$ cat config.mk
export PLATFORM = sky130hd
export DESIGN_NAME = pingpong_frame_buf
export DESIGN_NICKNAME = d
export VERILOG_FILES = /design/src/rtl/pingpong_frame_buf_pkg.sv /design/src/rtl/pingpong_frame_buf_ram.sv /design/src/rtl/pingpong_frame_buf.sv
export SDC_FILE = /design/constraint.sdc
export NUM_CORES = 1
export LEC_CHECK = 0
export CORE_MARGIN = 4
export CORE_UTILIZATION = 60
export CTS_CLUSTER_DIAMETER = 150
export DETAILED_ROUTE_END_ITERATION = 6
export HOLD_SLACK_MARGIN = 0.05
export PLACE_DENSITY = 0.84
export SETUP_SLACK_MARGIN = 0.05
export SYNTH_ARGS = -nofsm -noshare
export SYNTH_HDL_FRONTEND = slang
export SYNTH_SLANG_ARGS = --single-unit
$ cat constraint.sdc
create_clock -name clk -period 5.3 [get_ports clk]
set_input_delay 1.325 -clock clk [delete_from_list [all_inputs] [get_ports clk]]
set_output_delay 1.325 -clock clk [all_outputs]
set_load 0.03 [all_outputs]
$ cat src/rtl/pingpong_frame_buf_pkg.sv
// Shared types and width helper for the ping-pong frame buffer.
package pingpong_frame_buf_pkg;

    typedef enum logic [1:0] {
        B_EMPTY = 2'd0,
        B_FILL  = 2'd1,
        B_FULL  = 2'd2
    } bank_state_t;

    // Counter width for values 0..n-1, never narrower than one bit.
    function automatic int width_of(input int n);
        if (n <= 1) begin
            return 1;
        end else begin
            return $clog2(n);
        end
    endfunction

endpackage

$ cat src/rtl/pingpong_frame_buf_ram.sv
// Two-bank simple dual-port RAM; the bank bit selects the upper or lower half,
// and the registered read port doubles as the stream output register.
module frame_bank_ram
    import pingpong_frame_buf_pkg::*;
#(
    parameter int DATA_W    = 20,
    parameter int FRAME_LEN = 30
) (
    input  logic                           clk,
    input  logic                           RST,
    input  logic                           i_we,
    input  logic                           i_wr_bank,
    input  logic [width_of(FRAME_LEN)-1:0] i_wr_addr,
    input  logic [DATA_W-1:0]              i_wdata,
    input  logic                           i_re,
    input  logic                           i_rd_bank,
    input  logic [width_of(FRAME_LEN)-1:0] i_rd_addr,
    output logic [DATA_W-1:0]              o_rdata
);
    localparam int DEPTH  = 2 * FRAME_LEN;
    localparam int RAM_AW = width_of(DEPTH);

    logic [DATA_W-1:0] r_mem [0:DEPTH-1];
    logic [DATA_W-1:0] r_rdata;
    logic [RAM_AW-1:0] w_waddr;
    logic [RAM_AW-1:0] w_raddr;

    assign w_waddr = (i_wr_bank ? RAM_AW'(FRAME_LEN) : '0) + RAM_AW'(i_wr_addr);
    assign w_raddr = (i_rd_bank ? RAM_AW'(FRAME_LEN) : '0) + RAM_AW'(i_rd_addr);
    assign o_rdata = r_rdata;

    // Write port: contents are not reset.
    always_ff @(posedge clk) begin
        if (i_we) begin
            r_mem[w_waddr] <= i_wdata;
        end
    end

    // Read port: the output holds whenever no read is issued.
    always_ff @(posedge clk) begin
        if (RST) begin
            r_rdata <= '0;
        end else if (i_re) begin
            r_rdata <= r_mem[w_raddr];
        end
    end

endmodule

$ cat src/rtl/pingpong_frame_buf.sv
// Double-buffered frame buffer: one bank fills from the input stream while the
// other replays its completed frame REPLAY times on the output stream.
module pingpong_frame_buf
    import pingpong_frame_buf_pkg::*;
#(
    parameter int DATA_W    = 20,
    parameter int FRAME_LEN = 30,
    parameter int REPLAY    = 1
) (
    input  logic              clk,
    input  logic              RST,
    input  logic              in_valid,
    output logic              in_ready,
    input  logic [DATA_W-1:0] datain,
    output logic              out_valid,
    input  logic              out_ready,
    output logic [DATA_W-1:0] dataout,
    output logic              out_last,
    output logic [1:0]        full_banks
);
    localparam int ADDR_W = width_of(FRAME_LEN);
    localparam int PASS_W = width_of(REPLAY);
    localparam logic [ADDR_W-1:0] LAST_ADDR = ADDR_W'(FRAME_LEN - 1);
    localparam logic [PASS_W-1:0] LAST_PASS = PASS_W'(REPLAY - 1);

    bank_state_t       r_state [2];
    logic              r_wr_bank;
    logic [ADDR_W-1:0] r_wr_addr;
    logic              r_rd_bank;
    logic [ADDR_W-1:0] r_rd_addr;
    logic [PASS_W-1:0] r_pass;
    logic              r_out_valid;
    logic              r_out_last;

    logic              w_in_ready;
    logic              w_wr_acc;
    logic              w_wr_last;
    logic              w_rd_en;
    logic              w_rd_last_addr;
    logic              w_rd_done;
    logic [DATA_W-1:0] w_rdata;

    assign w_in_ready     = (r_state[r_wr_bank] != B_FULL);
    assign w_wr_acc       = in_valid && w_in_ready;
    assign w_wr_last      = (r_wr_addr == LAST_ADDR);
    assign w_rd_en        = (r_state[r_rd_bank] == B_FULL) && (!r_out_valid || out_ready);
    assign w_rd_last_addr = (r_rd_addr == LAST_ADDR);
    assign w_rd_done      = w_rd_en && w_rd_last_addr && (r_pass == LAST_PASS);

    assign in_ready   = w_in_ready;
    assign out_valid  = r_out_valid;
    assign out_last   = r_out_last;
    assign dataout    = w_rdata;
    assign full_banks = {r_state[1] == B_FULL, r_state[0] == B_FULL};

    // Write pointer: wraps at the frame end and hands over to the other bank.
    always_ff @(posedge clk) begin
        if (RST) begin
            r_wr_bank <= 1'b0;
            r_wr_addr <= '0;
        end else if (w_wr_acc) begin
            if (w_wr_last) begin
                r_wr_addr <= '0;
                r_wr_bank <= ~r_wr_bank;
            end else begin
                r_wr_addr <= r_wr_addr + ADDR_W'(1);
            end
        end
    end

    // Read pointer, pass counter and output flags.
    always_ff @(posedge clk) begin
        if (RST) begin
            r_rd_bank   <= 1'b0;
            r_rd_addr   <= '0;
            r_pass      <= '0;
            r_out_valid <= 1'b0;
            r_out_last  <= 1'b0;
        end else begin
            if (w_rd_en) begin
                r_out_valid <= 1'b1;
                r_out_last  <= w_rd_last_addr;
                if (w_rd_last_addr) begin
                    r_rd_addr <= '0;
                    if (r_pass == LAST_PASS) begin
                        r_pass    <= '0;
                        r_rd_bank <= ~r_rd_bank;
                    end else begin
                        r_pass <= r_pass + PASS_W'(1);
                    end
                end else begin
                    r_rd_addr <= r_rd_addr + ADDR_W'(1);
                end
            end else if (out_ready) begin
                r_out_valid <= 1'b0;
            end
        end
    end

    // Per-bank state: writer and reader never own the same bank at once.
    always_ff @(posedge clk) begin
        for (int b = 0; b < 2; b++) begin
            if (RST) begin
                r_state[b] <= B_EMPTY;
            end else begin
                case (r_state[b])
                    B_EMPTY: begin
                        if (w_wr_acc && (r_wr_bank == 1'(b))) begin
                            r_state[b] <= B_FILL;
                        end
                    end
                    B_FILL: begin
                        if (w_wr_acc && (r_wr_bank == 1'(b)) && w_wr_last) begin
                            r_state[b] <= B_FULL;
                        end
                    end
                    B_FULL: begin
                        if (w_rd_done && (r_rd_bank == 1'(b))) begin
                            r_state[b] <= B_EMPTY;
                        end
                    end
                    default: begin
                        r_state[b] <= B_EMPTY;
                    end
                endcase
            end
        end
    end

    frame_bank_ram #(
        .DATA_W    (DATA_W),
        .FRAME_LEN (FRAME_LEN)
    ) u_ram (
        .clk       (clk),
        .RST       (RST),
        .i_we      (w_wr_acc),
        .i_wr_bank (r_wr_bank),
        .i_wr_addr (r_wr_addr),
        .i_wdata   (datain),
        .i_re      (w_rd_en),
        .i_rd_bank (r_rd_bank),
        .i_rd_addr (r_rd_addr),
        .o_rdata   (w_rdata)
    );

endmodule

==> flow_summary.ini <==
[timing]
maxSlewHeadroom = 0.0848
period_minus_slack_ns = 4.41
worst_slack_ns = 0.888
max_freq_ghz = 0.227
finClkSkew_ns = 0.0214
fin_crit_sh = 0.832
hold_ws_ns = 0.514
finalSetupTns_ns = 0
drv_slew = 0
rsz0062_at_grt = false
finalHoldViolCount = 0
tightest_slew_ns = 1.37
setup_viol = 0

[critical_path]
critPathKind = reg2reg
critPathRequiredTime_ns = 5.81
start_kind = flip-flop
reg2regPathDepth = 9
end_kind = flip-flop
cp_cell_sequence = ha_4, fa_4, buf_12, buf_12, mux4_2, mux2i_1, a22oi_1, nor2_1, nor4_1
cp_top_family = adder cells
startpoint = r_rd_bank$_SDFFE_PP0N_
r2r-end = u_ram.o_rdata[17]$_SDFFE_PP0N_
r2r_slack_ns = 0.89
reg2reg_from = r_rd_bank$_SDFFE_PP0N_
crit_top_cell = buf_12
crit_arrival_ns = 4.92
path_max_fanout = 59
cpMaxStageDelayCell = fa_4
max_stage_delay_ns = 1.11
crit_buf_inv = 2

[clock_tree]
postCtsSetupBuffers = 0
cts_hold_buf = 0
cts_tree = yes
clk_path_buf_depth = 3
numCtsBuffers = 112
cts_resized = 0
insertion_delay_ns = 0.69
cts-root-buf = clkbuf_16
cts_sinks = 1240
h-tree-depth = 3
path_clk_slew_ns = 0.06

[floorplan]
core-area_um2 = 79400
io_pins = 49
die-area_um2 = 85000
die_w_um = 292
dieHeight_um = 292
initial_utilization = 0.608
row_count = 103

[final_layout]
finalNetCount = 2487
syn_to_final_growth_pct = 11.9
drive_gt1_frac = 0.250

[run]
maxCapViolations = 0

[power]
finalPower_mw = 20.5
p_leak_nw = 16.6
power-per-cell-area_nw_per_um2 = 379
peakVddDrop_v = 0.000248

[global_route]
gr-usage-all-layers = 0.295
grt_pass1_vias = 25700
grt_first_pass_wirelength_um = 182000
grt-ovfl-total = 0
antenna_found_initial = 3
grt_max_degree = 96

[placement]
portBuffers = 48
place_congestion = 0.840
dp_hpwl_um = 65800
pre_cts_ws_ns = 1.17

[routing]
dr.first_iter.drc_count = 4374
num_vias = 25600
drc_errors = 0
routed_wirelength_um = 125000
avgRoutedWirePerCell_um = 34.8
vias_per_cell = 7.13
first_pass_iters = 7
ant_nets = 0

[status]
status = completed

[synthesis]
avgSynthCellArea_um2 = 20.9
synth-edff-count = 1204
syn_inst = 2312
synth_cell_type_count = 59
ys_seq_area_frac = 0.764
synth-seq-cells = 1240
synth_nets = 2352
syn_area_um2 = 48200
synth-async-reset-ratio = 0
synth-main-ff-cell = edfxtp_1
yosys_warnings = 0

[min_path]
hold_path_startpoint = out_last$_SDFFE_PP0N_
holdPathStages = 2
holdPathEnd = out_last$_SDFFE_PP0N_
hp-class = reg2reg
==> registers in the layout, summed over array words and instances (netlist names), named ones only <==
name	flops
u_ram.o_rdata	20
r_wr_addr	5
out_valid	1
r_rd_bank	1
out_last	1
r_state	4
r_rd_addr	5
r_wr_bank	1
u_ram.r_mem	1200
==> cell families after synthesis <==
| family | Yosys count | share of synthesized area |
|---|---|---|
| compound gates | 188 | 0.0259 |
| xor+xnor | 17 | 0.00309 |
| fa+ha+maj | 16 | 0.00446 |
| buf+inv | 129 | 0.0175 |
| flops | 1240 | 0.764 |
| mux | 373 | 0.152 |
| simple gates | 349 | 0.0324 |
==> through the flow <==
step                cell area, µm²   util  cells
CTS                          54000  0.680   3589
floorplan                    48200      -   2312
global placement             50200  0.632   3383
finish                       54000  0.680   3590
global route                 54000  0.680   3589
detailed placement           50200  0.632   3383
==> cell usage after synthesis (all sizes together) (4+ instances only) <==
master,count,area (µm²)
a22oi,13,97.6
nand2,131,492
a211o,4,35.0
dfxtp,36,721
a21oi,28,140
mux2,4,45.0
buf,90,698
a211oi,28,210
nand2b,11,68.8
nor2b,11,68.8
nor3,5,25.0
nor2,113,427
o21ai,43,215
ha,14,175
a311oi,11,96.3
mux2i,82,821
inv,5,18.8
o22ai,23,144
xnor2,7,61.3
xor2,10,87.6
nor4,10,62.6
mux4,287,6480
nand4,18,113
clkbuf,34,129
and2,13,81.3
a41oi,13,114
a31oi,7,43.8
edfxtp,1204,36200
nand3,19,95.1
==> per-layer routing <==
layer / GRT usage / part of all wire / vias up
met5: 0.00721 / 0.00088 / -
li1: - / - / 9821
met1: 0.396 / 0.34 / 13000
met2: 0.465 / 0.48 / 2352
met3: 0.0669 / 0.12 / 388
met4: 0.143 / 0.057 / 6
==> cells in the final DEF, fill, tap and decap left out, types with 5 or more instances in the layout <==
cell type and count:
clkbuf_16 115, dfxtp_1 35, bufinv_16 15, inv_1 5
o22ai_1 23, mux4_2 283, nand3_1 19, and2_1 13
buf_4 86, a21oi_1 28, a22oi_1 13, a311oi_1 11
o21ai_0 42, clkdlybuf4s50_1 28, clkbuf_8 10, a31oi_1 7
clkinv_1 10, edfxtp_1 1204, clkinv_2 18, ha_1 13
mux2i_1 82, nand4_1 18, nor4_1 10, nor2_2 51
nor3_1 5, nand2_1 131, a41oi_1 13, a211oi_1 28
xor2_1 9, xnor2_1 6, buf_12 11, clkbuf_1 29
nor2b_1 11, nand2b_1 11, buf_2 20, nor2_1 61
==> layout make-up <==
type,instances,area (µm²)
antenna,1,2.50
clock buffer,154,3120
clock inverter,52,689
fill,4457,25400
inverter,5,18.8
multi-input combinational,943,10700
sequential,1240,36900
tap,1050,1310
timing repair buffer,145,1250
==> how the worst max path moves through the flow <==
stage                                      to  slack (ns)  cells past startpoint
3_5_place_dp   u_ram.o_rdata[17]$_SDFFE_PP0N_        1.17                      9
5_1_grt        u_ram.o_rdata[17]$_SDFFE_PP0N_        0.96                      7
4_1_cts        u_ram.o_rdata[17]$_SDFFE_PP0N_        1.12                      9
3_3_place_gp   u_ram.o_rdata[17]$_SDFFE_PP0N_        1.25                      9
2_1_floorplan   u_ram.r_mem[27][10]$_DFFE_PP_        1.95                      4
6_report       u_ram.o_rdata[17]$_SDFFE_PP0N_        0.89                      9
==> power breakdown <==
part           total, mW  leakage [nW]  switching [mW]  internal (mW)
logic               1.18          3.57           0.723          0.456
clock network       8.43          1.86            3.57           4.86
registers           10.9          11.1          0.0632           10.8
==> worst min-delay path, delay by kind of cell (launching register included) <==
family	cells	cell delay (ns)
flops	1	0.34
simple gates	1	0.08
compound gates	1	0.07
Power figures use the tool's default switching activity.
